<file path="src/rtl/tl_rx_error_check_aer_logger_if.sv">
`default_nettype none
// ============================================================================
//  Module      : tl_rx_error_check_aer_logger_if
//  Description : Severity-message channel between the RX error logger and the
//                TX message generator (valid/ready handshake).
//  Revision    : 1.0 - initial release
// ============================================================================
interface tl_rx_error_check_aer_logger_if;
    logic       o_msg_valid;   // queue head holds a message
    logic [1:0] o_msg_sev;     // head severity: 00 cor, 01 non-fatal, 10 fatal
    logic       i_msg_ready;   // TX message generator accepts the head

    // Logger side: produces messages
    modport master (
        output o_msg_valid,
        output o_msg_sev,
        input  i_msg_ready
    );

    // TX message generator side: consumes messages
    modport slave (
        input  o_msg_valid,
        input  o_msg_sev,
        output i_msg_ready
    );
endinterface
`default_nettype wire

</file>
<file path="src/rtl/tl_rx_error_check_aer_logger.sv">
`default_nettype none
// ============================================================================
//  Module      : tl_rx_error_check_aer_logger
//  Description : RX TLP error-check priority encoder with AER-style logging:
//                per-source mask/severity, sticky RW1C status, first-error
//                pointer with header log, and a buffered severity-message
//                queue towards the TX message generator.
//  Revision    : 1.0 - initial release
// ============================================================================
module tl_rx_error_check_aer_logger #(
    parameter int NUM_ERR_SRC    = 7,
    parameter int HDR_LOG_WIDTH  = 128,
    parameter int MSG_FIFO_DEPTH = 4,
    parameter int TYPE_W         = 3
) (
    input  logic                       i_clk,
    input  logic                       i_rst,
    input  logic                       i_error_check_en,
    input  logic [NUM_ERR_SRC-1:0]     i_error_vec,
    input  logic [HDR_LOG_WIDTH-1:0]   i_hdr_log,
    input  logic                       i_dll_rx_eop,
    input  logic [NUM_ERR_SRC-1:0]     i_err_mask,
    input  logic [2*NUM_ERR_SRC-1:0]   i_err_sev,
    input  logic [2:0]                 i_sev_report_en,
    input  logic [NUM_ERR_SRC-1:0]     i_status_clr,
    input  logic                       i_log_clr,
    output logic                       o_error_check,
    output logic [TYPE_W-1:0]          o_error_type,
    output logic                       o_dll_rx_tlp_discard,
    output logic [NUM_ERR_SRC-1:0]     o_err_status,
    output logic                       o_log_valid,
    output logic [TYPE_W-1:0]          o_first_err_ptr,
    output logic [HDR_LOG_WIDTH-1:0]   o_hdr_log,
    output logic                       o_msg_overflow,
    tl_rx_error_check_aer_logger_if.master msg_if
);

    localparam int c_AW = $clog2(MSG_FIFO_DEPTH);

    typedef enum logic [0:0] {
        LOG_IDLE = 1'b0,
        LOG_HELD = 1'b1
    } log_state_t;

    // ------------------------------------------------------------------------
    // Declarations
    // ------------------------------------------------------------------------
    logic [TYPE_W-1:0]          w_type;
    logic [NUM_ERR_SRC-1:0]     w_fatal_src;
    logic [NUM_ERR_SRC-1:0]     w_nonfat_src;
    logic [NUM_ERR_SRC-1:0]     w_u;
    logic [NUM_ERR_SRC-1:0]     w_unc_u;
    logic                       w_unc_any;
    logic [TYPE_W-1:0]          w_first_idx;
    logic                       w_any_fatal;
    logic                       w_any_nonfat;
    logic [1:0]                 w_msg_sev;
    logic                       w_msg_req;

    logic [NUM_ERR_SRC-1:0]     r_status;

    log_state_t                 r_log_state;
    log_state_t                 w_log_next;
    logic                       w_capture;
    logic                       w_release;
    logic [TYPE_W-1:0]          r_first_ptr;
    logic [HDR_LOG_WIDTH-1:0]   r_hdr_log;

    logic [1:0]                 r_mem [MSG_FIFO_DEPTH];
    logic [c_AW:0]              r_wr_ptr;
    logic [c_AW:0]              r_rd_ptr;
    logic                       r_overflow;
    logic                       w_empty;
    logic                       w_full;
    logic                       w_pop;
    logic                       w_push;
    logic                       w_drop;

    // ------------------------------------------------------------------------
    // Combinational error report: lowest asserted index wins, mask ignored
    // ------------------------------------------------------------------------
    always_comb begin
        w_type = '0;
        for (int i = NUM_ERR_SRC - 1; i >= 0; i--) begin
            if (i_error_vec[i]) begin
                w_type = TYPE_W'(i + 1);
            end
        end
    end

    assign o_error_check        = i_error_check_en & (|i_error_vec);
    assign o_error_type         = i_error_check_en ? w_type : '0;
    assign o_dll_rx_tlp_discard = o_error_check & ~i_dll_rx_eop;

    // ------------------------------------------------------------------------
    // Per-source severity decode (11 is treated as fatal)
    // ------------------------------------------------------------------------
    for (genvar g = 0; g < NUM_ERR_SRC; g++) begin : g_sev
        assign w_fatal_src[g]  = i_err_sev[2*g+1];
        assign w_nonfat_src[g] = (i_err_sev[2*g+1 -: 2] == 2'b01);
    end

    assign w_u          = i_error_vec & ~i_err_mask & {NUM_ERR_SRC{i_error_check_en}};
    assign w_unc_u      = w_u & (w_fatal_src | w_nonfat_src);
    assign w_unc_any    = |w_unc_u;
    assign w_any_fatal  = |(w_u & w_fatal_src);
    assign w_any_nonfat = |(w_u & w_nonfat_src);

    // Lowest-index uncorrectable unmasked source, candidate for the log
    always_comb begin
        w_first_idx = '0;
        for (int i = NUM_ERR_SRC - 1; i >= 0; i--) begin
            if (w_unc_u[i]) begin
                w_first_idx = TYPE_W'(i);
            end
        end
    end

    // One message per TLP at its highest unmasked severity, if reporting enabled
    always_comb begin
        w_msg_sev = 2'b00;
        w_msg_req = 1'b0;
        if (w_any_fatal) begin
            w_msg_sev = 2'b10;
            w_msg_req = i_sev_report_en[2];
        end else if (w_any_nonfat) begin
            w_msg_sev = 2'b01;
            w_msg_req = i_sev_report_en[1];
        end else if (|w_u) begin
            w_msg_sev = 2'b00;
            w_msg_req = i_sev_report_en[0];
        end
    end

    // ------------------------------------------------------------------------
    // Sticky status: new errors set, RW1C strobes clear, set beats clear
    // ------------------------------------------------------------------------
    always_ff @(posedge i_clk) begin
        if (i_rst) begin
            r_status <= '0;
        end else if (i_error_check_en) begin
            r_status <= (r_status & ~i_status_clr) | i_error_vec;
        end else begin
            r_status <= r_status & ~i_status_clr;
        end
    end

    assign o_err_status = r_status;

    // ------------------------------------------------------------------------
    // Log FSM state register
    // ------------------------------------------------------------------------
    always_ff @(posedge i_clk) begin
        if (i_rst) begin
            r_log_state <= LOG_IDLE;
        end else begin
            r_log_state <= w_log_next;
        end
    end

    // Log FSM next state: capture when idle, or when released with a new error
    always_comb begin
        w_log_next = r_log_state;
        w_capture  = 1'b0;
        w_release  = 1'b0;
        case (r_log_state)
            LOG_IDLE: begin
                if (w_unc_any) begin
                    w_capture  = 1'b1;
                    w_log_next = LOG_HELD;
                end
            end
            LOG_HELD: begin
                if (i_log_clr) begin
                    if (w_unc_any) begin
                        w_capture  = 1'b1;
                        w_log_next = LOG_HELD;
                    end else begin
                        w_release  = 1'b1;
                        w_log_next = LOG_IDLE;
                    end
                end
            end
            default: begin
                w_log_next = LOG_IDLE;
            end
        endcase
    end

    // First-error pointer and header; zeroed when the log is released
    always_ff @(posedge i_clk) begin
        if (i_rst) begin
            r_first_ptr <= '0;
            r_hdr_log   <= '0;
        end else if (w_capture) begin
            r_first_ptr <= w_first_idx;
            r_hdr_log   <= i_hdr_log;
        end else if (w_release) begin
            r_first_ptr <= '0;
            r_hdr_log   <= '0;
        end
    end

    assign o_log_valid     = (r_log_state == LOG_HELD);
    assign o_first_err_ptr = r_first_ptr;
    assign o_hdr_log       = r_hdr_log;

    // ------------------------------------------------------------------------
    // Message FIFO: wrap-bit pointers; a push into a full queue survives only
    // when the head is popped on the same edge
    // ------------------------------------------------------------------------
    assign w_empty = (r_wr_ptr == r_rd_ptr);
    assign w_full  = (r_wr_ptr[c_AW] != r_rd_ptr[c_AW]) &&
                     (r_wr_ptr[c_AW-1:0] == r_rd_ptr[c_AW-1:0]);
    assign w_pop   = ~w_empty & msg_if.i_msg_ready;
    assign w_push  = w_msg_req & (~w_full | w_pop);
    assign w_drop  = w_msg_req & w_full & ~w_pop;

    // Message storage write
    always_ff @(posedge i_clk) begin
        if (w_push) begin
            r_mem[r_wr_ptr[c_AW-1:0]] <= w_msg_sev;
        end
    end

    // Read/write pointer update
    always_ff @(posedge i_clk) begin
        if (i_rst) begin
            r_wr_ptr <= '0;
            r_rd_ptr <= '0;
        end else begin
            if (w_push) begin
                r_wr_ptr <= r_wr_ptr + (c_AW+1)'(1);
            end
            if (w_pop) begin
                r_rd_ptr <= r_rd_ptr + (c_AW+1)'(1);
            end
        end
    end

    // Sticky drop indicator, cleared only by reset
    always_ff @(posedge i_clk) begin
        if (i_rst) begin
            r_overflow <= 1'b0;
        end else if (w_drop) begin
            r_overflow <= 1'b1;
        end
    end

    assign o_msg_overflow     = r_overflow;
    assign msg_if.o_msg_valid = ~w_empty;
    assign msg_if.o_msg_sev   = w_empty ? 2'b00 : r_mem[r_rd_ptr[c_AW-1:0]];

endmodule
`default_nettype wire

</file>
<file path="src/flat_wrapper.sv">
// flat-port wrapper written by rule: the top's interface ports become plain ports
module tl_rx_error_check_aer_logger_flat 
#(
    parameter int NUM_ERR_SRC    = 7,
    parameter int HDR_LOG_WIDTH  = 128,
    parameter int MSG_FIFO_DEPTH = 4,
    parameter int TYPE_W         = 3
)
  (i_clk, i_rst, i_error_check_en, i_error_vec, i_hdr_log, i_dll_rx_eop, i_err_mask, i_err_sev, i_sev_report_en, i_status_clr, i_log_clr, o_error_check, o_error_type, o_dll_rx_tlp_discard, o_err_status, o_log_valid, o_first_err_ptr, o_hdr_log, o_msg_overflow, msg_if_o_msg_valid, msg_if_o_msg_sev, msg_if_i_msg_ready);
  tl_rx_error_check_aer_logger_if msg_if_i ();
  input  logic i_clk;
  input  logic i_rst;
  input  logic i_error_check_en;
  input  logic [NUM_ERR_SRC-1:0] i_error_vec;
  input  logic [HDR_LOG_WIDTH-1:0] i_hdr_log;
  input  logic i_dll_rx_eop;
  input  logic [NUM_ERR_SRC-1:0] i_err_mask;
  input  logic [2*NUM_ERR_SRC-1:0] i_err_sev;
  input  logic [2:0] i_sev_report_en;
  input  logic [NUM_ERR_SRC-1:0] i_status_clr;
  input  logic i_log_clr;
  output logic o_error_check;
  output logic [TYPE_W-1:0] o_error_type;
  output logic o_dll_rx_tlp_discard;
  output logic [NUM_ERR_SRC-1:0] o_err_status;
  output logic o_log_valid;
  output logic [TYPE_W-1:0] o_first_err_ptr;
  output logic [HDR_LOG_WIDTH-1:0] o_hdr_log;
  output logic o_msg_overflow;
  output wire logic [$bits(msg_if_i.o_msg_valid)-1:0] msg_if_o_msg_valid;
  output wire logic [$bits(msg_if_i.o_msg_sev)-1:0] msg_if_o_msg_sev;
  input wire logic [$bits(msg_if_i.i_msg_ready)-1:0] msg_if_i_msg_ready;
  assign msg_if_o_msg_valid = msg_if_i.o_msg_valid;
  assign msg_if_o_msg_sev = msg_if_i.o_msg_sev;
  assign msg_if_i.i_msg_ready = msg_if_i_msg_ready;
  tl_rx_error_check_aer_logger #(.NUM_ERR_SRC(NUM_ERR_SRC), .HDR_LOG_WIDTH(HDR_LOG_WIDTH), .MSG_FIFO_DEPTH(MSG_FIFO_DEPTH), .TYPE_W(TYPE_W)) u_core (.i_clk(i_clk), .i_rst(i_rst), .i_error_check_en(i_error_check_en), .i_error_vec(i_error_vec), .i_hdr_log(i_hdr_log), .i_dll_rx_eop(i_dll_rx_eop), .i_err_mask(i_err_mask), .i_err_sev(i_err_sev), .i_sev_report_en(i_sev_report_en), .i_status_clr(i_status_clr), .i_log_clr(i_log_clr), .o_error_check(o_error_check), .o_error_type(o_error_type), .o_dll_rx_tlp_discard(o_dll_rx_tlp_discard), .o_err_status(o_err_status), .o_log_valid(o_log_valid), .o_first_err_ptr(o_first_err_ptr), .o_hdr_log(o_hdr_log), .o_msg_overflow(o_msg_overflow), .msg_if(msg_if_i));
endmodule
</file>
<file path="config.mk">
export PLATFORM = sky130hd
export DESIGN_NAME = tl_rx_error_check_aer_logger_flat
export DESIGN_NICKNAME = d
export VERILOG_FILES = /design/src/rtl/tl_rx_error_check_aer_logger_if.sv /design/src/rtl/tl_rx_error_check_aer_logger.sv /design/src/flat_wrapper.sv
export SDC_FILE = /design/constraint.sdc
export NUM_CORES = 1
export LEC_CHECK = 0
export CAP_MARGIN = 40
export CELL_PAD_IN_SITES_DETAIL_PLACEMENT = 0
export CELL_PAD_IN_SITES_GLOBAL_PLACEMENT = 2
export CORE_MARGIN = 2
export CORE_UTILIZATION = 23
export DETAILED_ROUTE_END_ITERATION = 12
export PLACE_DENSITY_LB_ADDON = 0.12
export SETUP_SLACK_MARGIN = 0.4
export SLEW_MARGIN = 10
export SYNTH_ARGS = -nofsm -noshare
export SYNTH_HDL_FRONTEND = slang
export SYNTH_SLANG_ARGS = --single-unit
</file>
<file path="constraint.sdc">
create_clock -name i_clk -period 4.9 [get_ports i_clk]
set_input_delay 0.98 -clock i_clk [delete_from_list [all_inputs] [get_ports i_clk]]
set_output_delay 0.98 -clock i_clk [all_outputs]
set_load 0.005 [all_outputs]
</file>
### Yosys cells after proc, flatten, opt, wreduce, memory -nomap -nowiden

Memories as Yosys holds them, arrays and structs flattened. A register that Yosys moved wholly into a read port is not among the register bits.
Index checks and enable logic that the tools add are counted.

| cells by class | value |
|---|---|
| reductions and logical operators | 7 |
| bitwise logic cells | 22 |
| $add $sub $neg | 2 |
| divide/modulo/power cells | 0 |
| muxes and demuxes | 38 |
| shifts and indexed selects | 0 |
| $lt $le $gt $ge | 0 |
| multipliers | 0 |
| equal/unequal tests | 10 |

Operators with widths:

| kind | number |
|---|---|
| $mux W128 | 2 |
| $mux W3 | 17 |
| $and A7 B7 Y7 | 6 |
| $reduce_or A7 Y1 | 5 |
| $eq A2 B1 Y1 const B | 7 |
| $not A7 Y7 | 2 |
| $or A7 B7 Y7 | 2 |
| $mux W1 | 12 |
| $mux W2 | 4 |
| $mux W7 | 1 |
| $add A3 B1 Y3 const B | 2 |
| $and A1 B1 Y1 | 6 |
| $not A1 Y1 | 5 |
| $pmux W1 S2 | 2 |
| $eq A3 B3 Y1 | 1 |
| $eq A2 B2 Y1 | 1 |
| $reduce_bool A2 Y1 | 1 |
| $logic_and A1 B1 Y1 | 1 |
| $ne A1 B1 Y1 | 1 |
| $or A1 B1 Y1 | 1 |

| storage, ports and cells | value |
|---|---|
| input bits | 172 |
| register bits | 146 |
| output and inout port bits | 148 |
| ROM bits | 0 |
| logic and storage cells | 87 |
| memories kept | 1 |
| bits in latches | 0 |
| bits in writable memories | 8 |

Memory list:

| memory | depth | width | rd ports | clocked after Yosys merged registers in | write ports | RTL line | source |
|---|---|---|---|---|---|---|---|
| u_core.r_mem | 4 | 2 | 1 | 1 | 1 | tl_rx_error_check_aer_logger.sv:69 | `logic [1:0] r_mem [MSG_FIFO_DEPTH];` |

### Longest topological paths before layout

| depth | value |
|---|---|
| depth in word-level cells | 12 |
| gate-level depth with buffers | 9 |

### Worst setup path after synthesis

OpenSTA, ideal clock, no wires.

| timing path | value |
|---|---|
| kind | in2reg |
| start point | input port i_error_check_en |
| end point | register u_core.r_wr_ptr[2] |
| setup time | 0.121 ns |
| slack | 2.053 ns |
| cell stages on the path | 7 |
| path buffers | 1 |
| arrival | 2.726 ns |
| data required time | 4.779 ns |
| path through | buf_6 > and3b_4 > a22o_1 > or4b_4 > nor2b_4 > nor3_2 > mux2_4 |

RTL lines:

| what | RTL line | source |
|---|---|---|
| start: declaration | flat_wrapper.sv:13 | `input logic i_error_check_en;` |
| $and A7 B7 Y7 | tl_rx_error_check_aer_logger.sv:103 | `assign w_u = i_error_vec & ~i_err_mask & {NUM_ERR_SRC{i_error_check_en}};` |
| $and A7 B7 Y7 | tl_rx_error_check_aer_logger.sv:106 | `assign w_any_fatal = \|(w_u & w_fatal_src);` |
| $reduce_or A7 Y1 | tl_rx_error_check_aer_logger.sv:106 |  |
| net u_core.w_any_fatal | tl_rx_error_check_aer_logger.sv:55 | `logic w_any_fatal;` |
| $mux W1 | tl_rx_error_check_aer_logger.sv:123 | `if (w_any_fatal) begin` |
| $and A1 B1 Y1 | tl_rx_error_check_aer_logger.sv:216 | `assign w_push = w_msg_req & (~w_full \| w_pop);` |
| end signal: assignment | tl_rx_error_check_aer_logger.sv:233 | `r_wr_ptr <= r_wr_ptr + (c_AW+1)'(1);` |
| end: declaration | tl_rx_error_check_aer_logger.sv:70 | `logic [c_AW:0] r_wr_ptr;` |

The timed path passes the listed nets, and every way through them passes these cells.
A chain may end at the register's enable or synchronous reset.

### Worst setup path in the final report

| timing path | value |
|---|---|
| start point | input port i_error_check_en |
| end point | output port o_dll_rx_tlp_discard |

| on the way | value |
|---|---|
| cells in the longest elaborated chain, start to end | 2 |

Ends and longest elaborated chain:

| what | RTL line | source |
|---|---|---|
| $and A1 B1 Y1 | tl_rx_error_check_aer_logger.sv:91 | `assign o_error_check = i_error_check_en & (\|i_error_vec);` |
| $and A1 B1 Y1 | tl_rx_error_check_aer_logger.sv:93 | `assign o_dll_rx_tlp_discard = o_error_check & ~i_dll_rx_eop;` |
| end: declaration | flat_wrapper.sv:24 | `output logic o_dll_rx_tlp_discard;` |

No other way between the ends.

==> flow_summary.yaml <==
outcome:
  outcome: "completed"
worst_setup_path:
  critical_path.cell_chain: "clkdlybuf4s50_1, a21boi_0, nor2b_1, clkdlybuf4s50_1"
  critPathArrivalTime_ns: 2.85
  startpoint_type: "input pin"
  worstRegToRegCells: 5
  slowest_stage: "clkdlybuf4s50_1"
  required_ns: 3.92
  critPathCaptureType: "primary output"
  slowest_delay_ns: 0.89
  path_class: "in2out"
  crit_fanout: 20
  r2r_setup_slack_ns: 2.99
  cp_common_cell: "clkdlybuf4s50_1"
timing:
  setup_viol: 0
  fin_crit_ns: 3.83
  hold_viol: 0
  fin_skew_ns: 0.0153
  fin_ws_ns: 1.07
  holdWs_ns: 0.461
  relSlewSlack_pct: 44.0
  rsz0062_at_grt: "no"
  tightest_slew_ns: 0.839
  fin_tns_setup_ns: 0
  finalCritPeriodShare_pct: 78.2
  fmax_mhz: 261
  drv_slew: 0
global_route:
  grt_pass1_vias: 5786
  grt.total_usage_pct: 15.2
  grt_use_met1_pct: 17.6
  grt_max_degree: 76
  grtUsageMet3_pct: 5.20
  antenna_found_initial: 0
  gr-total-overflow: 0
  busiest_layer: "met2"
  grt_pass1_wl_mm: 31.8
  gr-usage-met2_pct: 25.8
synthesis:
  seq_area_frac_synth_pct: 54.4
  yosysMostFrequentCell: "nor2_1"
  syn_area_per_cell_sq_um: 9.54
  synth_commonest_cells: "155 x nor2_1, 148 x dfxtp_1, 129 x a22oi_1"
  yosysWarnings: 0
  synthArstFlopShare_pct: 0
  yosysUniqueCellTypes: 47
  synthFlopType: "dfxtp_1"
  ys_top_cells_by_area: "dfxtp_1 50%, a22oi_1 16%, nor2_1 9.9%"
  synth_largest_area_cell: "dfxtp_1"
  synth-seq-cells: 156
  syn-cell-area_sq_um: 5890
  synth_top_area_share_pct: 50.3
  synth_nets: 794
  synth_edf_count: 8
  synth_cells: 617
clock_network:
  cts_tree: "done"
  clockRootBuffer: "clkbuf_16"
  worstSkewPairLatency_ns: 0.42
  cts_inserted_buffers: 17
  hold_buffers: 0
  cts_sinks: 156
  clk_pin_slew_ns: 0.06
  clockBufferDepth: 2
  cts_resized: 0
  h-tree-depth: 4
  post_cts_buffers: 0
floorplanning:
  start_util_pct: 23.4
  ios: 320
  row_count: 58
  die_h_um: 164
  dieWidth_um: 164
  die_area_sq_um: 26900
  core_sq_um: 25200
route:
  drtIter0Drc: 283
  vias: 5693
  first_pass_iters: 4
  viasPerCell: 4.52
  ant_nets: 0
  routed_wl_mm: 20.9
  post_drt_wl_per_cell_um: 16.6
  drc: 0
placed_design:
  detailed_place.area_sq_um: 9370
  dp_slack_ns: 0.906
  dpl.hpwl_mm: 14.8
  gp_congestion: 0.724
  io_buffers: 319
power:
  power_density_nw_per_um2: 358
  p_leak_nw: 3.68
  total_power_mw: 3.56
  vdd_ir_drop_max_v: 0.000196
finish:
  nets: 1093
  final_layout_size_suffix_gt1_share_pct: 5.60
  nFillCells: 2466
  area_growth_syn_to_layout_pct: 69.0
  stdcell_area_sq_um: 9940
worst_hold_path:
  min_path_cells: 2
  hold_path_class: "reg2reg"
job:
  maxCapViolCount: 0
metal layers:
metal  part of all wire [%]  up-vias
li1                       -     2792
met1                     41     2677
met2                     49      195
met3                    7.2       29
met4                    2.6        0
met5                      0        -
flip-flops by register name (all words and copies together), names as in the netlist, named ones only:
signal	count
u_core.o_hdr_log	128
u_core.r_mem	8
u_core.o_err_status	7
u_core.o_first_err_ptr	3
u_core.r_rd_ptr	3
u_core.r_wr_ptr	3
u_core.o_log_valid	1
u_core.o_msg_overflow	1
path summary, 6_finish.rpt:
path                                            from                                 end
setup reg to reg       u_core.o_log_valid$_SDFF_PP0_   u_core.o_hdr_log[35]$_SDFFE_PP0P_
hold reg to reg   u_core.o_msg_overflow$_SDFFE_PP0P_  u_core.o_msg_overflow$_SDFFE_PP0P_
setup / recovery                    i_error_check_en                o_dll_rx_tlp_discard
hold / removal    u_core.o_msg_overflow$_SDFFE_PP0P_  u_core.o_msg_overflow$_SDFFE_PP0P_
metrics by stage:
step	instances	util (%)
floorplan	617	-
global placement	1226	37.1
detailed placement	1227	37.2
CTS	1259	39.5
global route	1259	39.5
finish	1260	39.5
power by group:
group          switching [mW]  internal (mW)  leakage (nW)
logic                   0.357          0.463          2.12
registers              0.0676           1.40          1.29
clock network           0.595          0.685         0.270
placed cells by master, fill, tap and decap left out, types with 2 or more instances in the layout:
| cell | n |
|---|---|
| inv_6 | 4 |
| ha_1 | 5 |
| nor4_1 | 3 |
| mux4_2 | 2 |
| clkbuf_16 | 17 |
| mux2_4 | 2 |
| o22ai_1 | 6 |
| o21ai_0 | 5 |
| o32ai_1 | 4 |
| a22oi_1 | 129 |
| nand3_1 | 4 |
| inv_1 | 14 |
| a31oi_1 | 2 |
| and3b_1 | 3 |
| clkdlybuf4s50_1 | 318 |
| and2_1 | 5 |
| buf_4 | 7 |
| nor2_1 | 155 |
| a21oi_1 | 12 |
| clkinv_4 | 2 |
| xnor2_1 | 3 |
| xor2_1 | 2 |
| inv_8 | 3 |
| dfxtp_1 | 148 |
| nand2b_1 | 17 |
| clkinvlp_4 | 3 |
| a32oi_1 | 2 |
| nand3b_1 | 6 |
| nand2_1 | 11 |
| nor2b_1 | 3 |
| edfxtp_1 | 8 |
critical path, delay by kind of cell:
kind	cells	cell delay, ns
buffers and inverters	2	1.39
AND/OR/NAND/NOR	1	0.16
AO/OA/AOI/OAI	1	0.32
cells by family (layout without fill, tap and decap cells):
family                     Yosys count  count (layout)  share of synthesized area, %
DFF                                156             156                          54.4
xor gates and xnor gates             5               5                         0.744
AOI/OAI and AO/OA                  170             170                          21.3
adders and majority gates            5               5                          1.06
muxes                                5               5                          1.45
buffers and inverters               60             372                          4.38
other                                0               1                             0
and+or+nand+nor                    216             216                          16.6
cell type report:
type                            instances  area (sq um)  share of cell area (%)
Clock inverter                         13           125                    1.26
Sequential cell                       156          3200                    32.2
Multi-Input combinational cell        401          2450                    24.6
Tap cell                              330           413                    4.15
Antenna cell                            1          2.50                  0.0252
Timing Repair Buffer                  326          3260                    32.7
Clock buffer                           19           443                    4.45
Inverter                               14          52.6                   0.528
Note: power is estimated with default switching activity, not from simulation.
